`config.mk`:
```
export PLATFORM = sky130hd
export DESIGN_NAME = game_ctrl
export DESIGN_NICKNAME = d
export VERILOG_FILES = /design/src/rtl/game_pkg.sv /design/src/rtl/lfsr16.sv /design/src/rtl/game_ctrl.sv
export SDC_FILE = /design/constraint.sdc
export NUM_CORES = 1
export LEC_CHECK = 0
export CELL_PAD_IN_SITES_DETAIL_PLACEMENT = 0
export CELL_PAD_IN_SITES_GLOBAL_PLACEMENT = 1
export CORE_MARGIN = 10
export CORE_UTILIZATION = 37
export DETAILED_ROUTE_END_ITERATION = 16
export GPL_TIMING_DRIVEN = 0
export PLACE_DENSITY_LB_ADDON = 0.1
export SYNTH_ARGS = -nofsm -noshare
export SYNTH_HDL_FRONTEND = slang
export SYNTH_SLANG_ARGS = --single-unit
```
`constraint.sdc`:
```
create_clock -name Clk -period 5.5 [get_ports Clk]
set_input_delay 0.55 -clock Clk [delete_from_list [all_inputs] [get_ports Clk]]
set_output_delay 0.55 -clock Clk [all_outputs]
set_load 0.02 [all_outputs]
```
`src/rtl/game_pkg.sv`:
```
// game_pkg: shared states, screen geometry and initial platform layout for the game controller.
package game_pkg;
  typedef enum logic [1:0] {IDLE = 2'd0, PLAY = 2'd1, OVER = 2'd2} game_state_t;
  localparam logic [10:0] Y_MAX = 11'd479;
  localparam logic [9:0] SCREEN_H = 10'd480;
  localparam logic [9:0] PLAT_W = 10'd80;
  localparam logic [7:0] START_KEY = 8'h2C;
  // Platform i occupies bits [10*i +: 10]
  localparam logic [29:0] INIT_X = {10'd317, 10'd165, 10'd240};
  localparam logic [29:0] INIT_Y = {10'd290, 10'd380, 10'd470};
endpackage

```
`src/rtl/lfsr16.sv`:
```
// lfsr16: free-running 16-bit Galois LFSR (x^16+x^14+x^13+x^11), reloads SEED on reset.
module lfsr16 #(
  parameter logic [15:0] SEED = 16'hACE1
) (
  input  logic        Clk,
  input  logic        Reset,
  output logic [15:0] q
);
  always_ff @(posedge Clk)
    q <= Reset ? SEED : ({1'b0, q[15:1]} ^ (q[0] ? 16'hB400 : 16'h0000));
endmodule

```
`src/rtl/game_ctrl.sv`:
```
// game_ctrl: per-frame game flow -- IDLE/PLAY/OVER FSM, world scroll, platform respawn and scoring.
module game_ctrl
  import game_pkg::*;
#(
  parameter logic [10:0] SCROLL_LINE = 11'd160,
  parameter logic [10:0] BALL_H      = 11'd10,
  parameter logic [9:0]  MAX_DELTA   = 10'd32,
  parameter logic [15:0] LFSR_SEED   = 16'hACE1
) (
  input  logic        Clk,
  input  logic        Reset,
  input  logic        frame_tick,
  input  logic [7:0]  keycode,
  input  logic [10:0] BallY,
  output logic [1:0]  game_state,
  output logic        ball_reset,
  output logic [9:0]  scroll_delta,
  output logic        scroll_valid,
  output logic [29:0] plat_x,
  output logic [29:0] plat_y,
  output logic [15:0] score,
  output logic [15:0] hi_score
);
  game_state_t r_state, w_next;
  logic [7:0]  r_prev_key;
  logic [15:0] w_lfsr, r_score, r_hi;
  logic [9:0]  r_delta, w_d;
  logic [10:0] w_diff;
  logic [16:0] w_sum;
  logic        r_ball_reset, r_valid, w_start, w_go, w_over, w_scroll, w_unused;

  lfsr16 #(.SEED(LFSR_SEED)) u_lfsr (.Clk(Clk), .Reset(Reset), .q(w_lfsr));

  assign w_unused = ^w_lfsr[15:11];
  assign w_start  = (keycode == START_KEY) && (r_prev_key != START_KEY);
  assign w_go     = (r_state == IDLE) && w_start;
  // Ball below the floor only counts while it is on screen; above-screen values wrap past 1023
  assign w_over   = (r_state == PLAY) && frame_tick && !BallY[10] && (BallY + BALL_H >= Y_MAX);
  assign w_diff   = SCROLL_LINE - BallY;
  assign w_d      = BallY[10] ? MAX_DELTA :
                    (BallY < SCROLL_LINE) ? ((w_diff > {1'b0, MAX_DELTA}) ? MAX_DELTA : w_diff[9:0]) : 10'd0;
  assign w_scroll = (r_state == PLAY) && frame_tick && !w_over && (w_d != 10'd0);
  assign w_sum    = {1'b0, r_score} + {7'd0, w_d};

  always_comb begin
    w_next = w_go ? PLAY :
             w_over ? OVER :
             ((r_state == OVER) && w_start) ? IDLE : r_state;
  end

  always_ff @(posedge Clk)
    r_state <= Reset ? IDLE : w_next;

  always_ff @(posedge Clk) begin
    if (Reset) begin
      r_prev_key   <= 8'd0;
      r_ball_reset <= 1'b0;
      r_valid      <= 1'b0;
      r_delta      <= 10'd0;
      r_score      <= 16'd0;
      r_hi         <= 16'd0;
    end else begin
      r_prev_key   <= keycode;
      r_ball_reset <= w_go;
      r_valid      <= w_scroll;
      if (w_scroll) r_delta <= w_d;
      if (w_go) r_score <= 16'd0;
      else if (w_scroll) r_score <= w_sum[16] ? 16'hFFFF : w_sum[15:0];
      if (w_over && r_score > r_hi) r_hi <= r_score;
    end
  end

  for (genvar i = 0; i < 3; i++) begin : g_plat
    logic [9:0]  r_x, r_y;
    logic [10:0] w_n;
    assign w_n = {1'b0, r_y} + {1'b0, w_d};
    always_ff @(posedge Clk) begin
      if (Reset || w_go) begin
        r_x <= INIT_X[10*i +: 10];
        r_y <= INIT_Y[10*i +: 10];
      end else if (w_scroll) begin
        r_y <= (w_n > Y_MAX) ? (w_n[9:0] - SCREEN_H) : w_n[9:0];
        if (w_n > Y_MAX) r_x <= {1'b0, w_lfsr[8+i:i]};
      end
    end
    assign plat_x[10*i +: 10] = r_x;
    assign plat_y[10*i +: 10] = r_y;
  end

  assign game_state   = r_state;
  assign ball_reset   = r_ball_reset;
  assign scroll_valid = r_valid;
  assign scroll_delta = r_delta;
  assign score        = r_score;
  assign hi_score     = r_hi;
endmodule

```
== Word level (Yosys, flattened, before mapping) ==
Cells that the tools add are included.

* $add $sub $neg: 9
* Order comparisons: 7
* Equal/unequal tests: 4
* Multiplexer cells: 11
* Bitwise operators: 1
* Reductions and logical operators: 20

{| class="wikitable"
|+ Operators by type and width
! kind !! number
|-
| 10-bit two-way mux || 6
|-
| 10-bit by 10-bit adder with 11-bit output || 3
|-
| 11-bit by 9-bit > comparator with 1-bit output, second input constant || 3
|-
| 16-bit two-way mux || 2
|-
| 10-bit by 9-bit subtractor with 10-bit output, second input constant || 3
|-
| 16-bit by 10-bit adder with 17-bit output || 1
|-
| 16-bit > comparator || 1
|-
| 15-bit by 16-bit bitwise XOR with 16-bit output || 1
|-
| 11-bit by 4-bit adder with 11-bit output, second input constant || 1
|-
| 11-bit by 9-bit >= comparator with 1-bit output, second input constant || 1
|-
| 11-bit by 6-bit > comparator with 1-bit output, second input constant || 1
|-
| 11-bit by 8-bit < comparator with 1-bit output, second input constant || 1
|-
| 8-bit by 11-bit subtractor with 11-bit output, first input constant || 1
|-
| 10-bit nonzero test || 1
|-
| 1-bit logical AND || 9
|-
| 8-bit by 6-bit == test with 1-bit output, second input constant || 1
|-
| 8-bit by 6-bit != test with 1-bit output, second input constant || 1
|-
| 2-bit AND reduction || 3
|-
| 2-bit two-way mux || 2
|-
| 3-bit nonzero test || 1
|-
| 2-bit by 1-bit == test with 1-bit output, second input constant || 1
|-
| 2-bit == test, second input constant || 1
|-
| 1-bit logical NOT || 2
|-
| 2-bit logical NOT || 1
|-
| other kinds (4) || 4
|}

* Bits in registers: 127
* Input bits: 22
* Output and inout bits: 106
* Logic and storage cells: 67

== Longest topological paths before layout ==
* Depth in word-level cells: 8
* Mapped depth: 26
* Mapped depth without buffers: 22

== By module ==
A second synthesis with hierarchy kept.

* Cells, all modules: 972
* Area total of the unflattened synthesis: 8121.5 µm²

{| class="wikitable"
|+ Modules (own cells, without submodules)
! module !! instances !! cells an instance !! area an instance (µm²) !! seq. area each (µm²)
|-
| game_ctrl || 1 || 936 || 7658.6 || 2222.1
|-
| lfsr16 || 1 || 36 || 462.9 || 320.3
|}

== Worst setup path before layout ==
OpenSTA, ideal clock, no wires.

* Path type: input to register
* Start: input port BallY[1]
* End: register g_plat[2].r_x[8]
* Library setup time: 0.120 ns
* Arrival: 5.816 ns
* Required time: 5.380 ns
* Slack: -0.435 ns
* Cell stages on the path: 23
* Buffers on the path: 2
* Path through: inv_1 -> ha_1 -> or4b_4 -> or4_1 -> o211a_1 -> buf_6 -> nor2_1 -> nand3_1 -> nor3_1 -> ha_1 -> or2_2 -> and3_1 -> a22o_1 -> a211oi_1 -> xnor2_1 -> ha_1 -> and4b_1 -> a221oi_2 -> a31oi_1 -> a21bo_4 -> and2_4 -> buf_6 -> a211o_1

* Longest elaborated chain between the ends: 8
* Elaborated cells on any way between the ends: 16
* Those cells by class: add/sub (3); order compare (4); mux (3); reduce/logical (6)

{| class="wikitable"
|+ RTL lines
! item !! line !! source
|-
| start: declaration || game_ctrl.sv:14 || <nowiki>input logic [10:0] BallY,</nowiki>
|-
| 8-bit by 11-bit subtractor with 11-bit output || game_ctrl.sv:39 || <nowiki>assign w_diff = SCROLL_LINE - BallY;</nowiki>
|-
| 11-bit by 6-bit > comparator with 1-bit output || game_ctrl.sv:41 || <nowiki>(BallY < SCROLL_LINE) ? ((w_diff > {1'b0, MAX_DELTA}) ? MAX_DELTA : w_diff[9:0]) : 10'd0;</nowiki>
|-
| 10-bit two-way mux || game_ctrl.sv:41 ||
|-
| 10-bit two-way mux * || game_ctrl.sv:41 ||
|-
| 10-bit two-way mux * || game_ctrl.sv:40 || <nowiki>assign w_d = BallY[10] ? MAX_DELTA :</nowiki>
|-
| named net w_d[3] || game_ctrl.sv:27 || <nowiki>logic [9:0] r_delta, w_d;</nowiki>
|-
| 10-bit by 10-bit adder with 11-bit output or 10-bit nonzero test (tied branches) || game_ctrl.sv:76, game_ctrl.sv:42 ||
|-
| 11-bit by 9-bit > comparator with 1-bit output or 1-bit logical AND (tied branches) || game_ctrl.sv:83, game_ctrl.sv:42 ||
|-
| 2-bit AND reduction (no line) * || -- ||
|-
| end signal: assignment || game_ctrl.sv:79 || <nowiki>r_x <= INIT_X[10*i +: 10];</nowiki>
|-
| end signal: assignment || game_ctrl.sv:83 || <nowiki>if (w_n > Y_MAX) r_x <= {1'b0, w_lfsr[8+i:i]};</nowiki>
|-
| end: declaration || game_ctrl.sv:74 || <nowiki>logic [9:0] r_x, r_y;</nowiki>
|}

The timed path passes the listed nets; every way through them passes the cells marked *.
A chain may end at the register's enable or synchronous reset.

== Final worst setup path ==
* Start: input port BallY[2]
* End: register g_plat[2].r_x[8]

Same word-level chain as after synthesis.

==> summary.txt <==
Critical path
  – CP Max Fanout: 9
  – Crit start category: input port
  – Critical Path, Cell by Cell: buf_2 -> inv_2 -> ha_4 -> or4b_4 -> or4_4 -> o211a_1 -> buf_8 -> nor2_4 -> nand3_4 -> nor3_4 -> ha_4 -> or2_4 -> and3_4 -> a22o_1 -> a211oi_4 -> xnor2_2 -> ha_2 -> and4b_1 -> a221oi_2 -> a31oi_2 -> a21bo_4 -> and2_4 -> buf_6 -> a211o_1
  – Family with the most delay on the worst path: simple AND/OR/NAND/NOR gates
  – Worst path arrival time: 5.61 ns
  – Critical Path RT: 5.82 ns
  – Endpoint class of the critical path: flip-flop
  – Reg2reg setup slack: 1.73 ns
  – CP max stage delay: 0.50 ns
  – Critical path buffers and inverters: 4
  – Crit path max-delay cell type: or4b_4
  – Cell mode on critical path: ha_4
  – WS Path Type: input port to flip-flop

Timing
  – Worst Tran Pin Value: 0.918 ns
  – Post-Route Setup TNS: 0 ns
  – Max frequency: 189 MHz
  – Slew Viols, Final: 0
  – Clock skew: 0.0103 ns
  – Slew headroom: 38.3%
  – Shortest period the worst path allows: 5.30 ns
  – Fin crit share: 96.3%
  – Hold Vio Cnt, Final: 0
  – Worst hold margin: 0.406 ns
  – Final setup fails: 0
  – Final WS setup: 0.201 ns

Synthesis
  – EDFF count, synth: 0
  – Seq cells post-synth: 127
  – Ys async rst share: 0%
  – Register area share after synthesis: 31.6%
  – Yosys top cell area share: 31.6%
  – Post-Synthesis Cell Area: 0.00803 mm2
  – Synth warn: 0
  – Mean Syn Cell Area: 8.48 um2
  – Yosys cell types: 95
  – Post-Syn Instances: 947
  – Top FF cell, synth: dfxtp_1
  – Main area contributors after synthesis: dfxtp_1, ha_1, mux2i_1
  – Post-synth top area cell: dfxtp_1

Detailed routing
  – WL final: 25200 um
  – Vias per cell: 5.29
  – Met1 wire length: 11800 um
  – Vias: 7497
  – Number of DRC markers in iteration 0: 393
  – Wirelength per Cell: 17.8 um
  – # DRC: 0
  – Post-route ant nets: 0
  – Highest metal used: met4
  – Number of detailed-route iterations in the first pass: 7
  – Met3 Routed Length: 1180 um
  – Metal2 WL: 11800 um

Power
  – Leakage: 0.00428 uW
  – Peak VDD IR: 0.219 mV
  – Total power: 2310 uW
  – Cell Pwr Density: 215 mW/mm2

Cells and area
  – Design Area, Final: 0.0107 mm2
  – Layout Nets: 1218
  – ANT cells: 0
  – Layout cells sized above 1: 13.6%
  – Area grow syn2layout: 33.3%

Clock network
  – Root Buffer: clkbuf_16
  – Total CTS buffers: 17
  – Clock sink count: 127
  – H-tree Lvls: 4
  – Clock transition at path regs: 0.06 ns
  – Hold buffer count at cts: 0
  – Worst-skew pair later-pin latency: 0.42 ns
  – Max clock buf depth: 2
  – TritonCTS clock tree: built

Global routing
  – Initial antenna violation count: 0
  – Number of global-route vias before repair: 7456
  – Largest net degree at the start of global routing: 17
  – First-pass GRT wire length: 40800 um
  – Total congestion overflow: 0
  – GRT Util Overall: 17.9%

Place
  – Final Wtd Congestion: 0.832
  – HPWL after DPL: 18900 um
  – DP Area: 0.00977 mm2
  – Number of port buffers: 124
  – Pre-CTS setup slack: -1.28 ns

Die
  – CORE AREA: 0.0212 mm2
  – Die height: 167 um
  – Row count: 53
  – Area of the die: 0.0280 mm2
  – Top Ports: 128
  – Starting density of the core: 37.9%
  – DIE WIDTH: 167 um

Flow run
  – Max Cap Viol: 0

Worst hold path
  – Hold crit path type: flip-flop to flip-flop

Run status
  – Outcome: finished clean
per-stage QoR:
step / utilization [%] / instances
after detailed placement: 46.0 / 1364
final: 50.5 / 1417
after global routing: 50.5 / 1417
after CTS: 49.6 / 1407
after floorplan: - / 965
after global placement: 46.0 / 1364
logic make-up (layout without fill, tap and decap cells):
family | Yosys count | in the layout | synth area share (%)
AOI/OAI and AO/OA | 236 | 236 | 20.8
xor gates and xnor gates | 40 | 40 | 4.45
and+or+nand+nor | 352 | 352 | 23.0
buffers and inverters | 81 | 258 | 4.27
muxes | 42 | 42 | 5.23
other | 1 | 19 | 0.0467
DFF | 127 | 127 | 31.6
adders and majority gates | 68 | 68 | 10.6
path summary, 6_finish.rpt:
path / start / endpoint / cells after the start
worst max-delay path: BallY[2] / g_plat[2].r_x[8]$_SDFFE_PP1P_ / 24
worst min-delay path: u_lfsr.q[12]$_SDFF_PP0_ / u_lfsr.q[11]$_SDFF_PP1_ / 1
worst max register to register: g_plat[2].r_y[1]$_SDFFE_PP1P_ / g_plat[2].r_x[8]$_SDFFE_PP1P_ / 16
worst min register to register: u_lfsr.q[12]$_SDFF_PP0_ / u_lfsr.q[11]$_SDFF_PP1_ / 1
worst register-to-register path, stage by stage (launching register included):
cell and delay [ns]:
dfxtp_1 0.34, clkbuf_1 0.44, xor2_1 0.15, ha_1 0.26
a211oi_2 0.27, inv_1 0.07, a22o_1 0.23, a211oi_4 0.24
xnor2_2 0.13, ha_2 0.20, and4b_1 0.18, a221oi_2 0.26
a31oi_2 0.08, a21bo_4 0.26, and2_4 0.16, buf_6 0.15
a211o_1 0.29
synth_stat cells (5+ instances only):
cell type	instances
nand2b_1	11
nor3_1	21
ha_1	67
a211oi_1	12
o211ai_1	6
or3_1	12
nor2_1	82
buf_1	5
xnor2_1	29
or2_2	11
xor2_1	10
a21o_1	14
nor4_1	6
nand4_1	5
o31ai_1	5
o21a_1	7
nand2_1	88
and2_1	12
a211o_1	8
a31oi_1	12
a311oi_1	5
and3_1	9
inv_1	39
mux2i_1	42
nor2b_1	28
o221a_2	5
o21ai_0	41
dfxtp_1	127
nand3_1	33
clkbuf_1	27
a21oi_1	65
metal layers:
layer	up-vias	GRT usage, %
met5	-	0
met4	0	5.41
met3	28	4.00
met2	155	29.4
met1	3509	22.7
li1	3805	-
sequential cells by signal (all words and copies together), names as in the netlist:
signal and flops:
scroll_delta 10, g_plat.r_y 30, ball_reset 1, u_lfsr.q 16
score 16, r_prev_key 8, scroll_valid 1, g_plat.r_x 27
game_state 2, hi_score 16
where the power goes:
group	internal, uW	leakage, uW	total (uW)	switching [uW]
clock network	649	0.000286	1120	467
logic	104	0.00297	253	149
registers	932	0.00103	938	6.44
total	1680	0.00428	2310	622
layout make-up:
class	instances	area, um2
fillers	2127	10500
multi-input cells	757	5500
flip-flops and latches	127	2540
repair buffers	147	1400
clock buffers	18	439
well taps	275	344
plain buffers	40	198
inverters	39	146
clock inverters	14	141
timing repair:
item,CTS,global route
resized for setup,32,31
pin swaps,8,15
endpoints found under the setup margin,42,41
buffers inserted,12,11
cell usage in the layout, fill, tap and decap left out, types with 24 or more instances in the layout:
cell and instances:
a21oi_1 64, buf_4 27, clkbuf_1 24, clkdlybuf4s50_1 119, dfxtp_1 127, ha_1 61
inv_1 35, mux2i_1 42, nand2_1 87, nand3_1 32, nor2_1 79, nor2b_1 26
o21ai_0 40, xnor2_1 26
No activity file was read; power rests on OpenSTA's default activity.
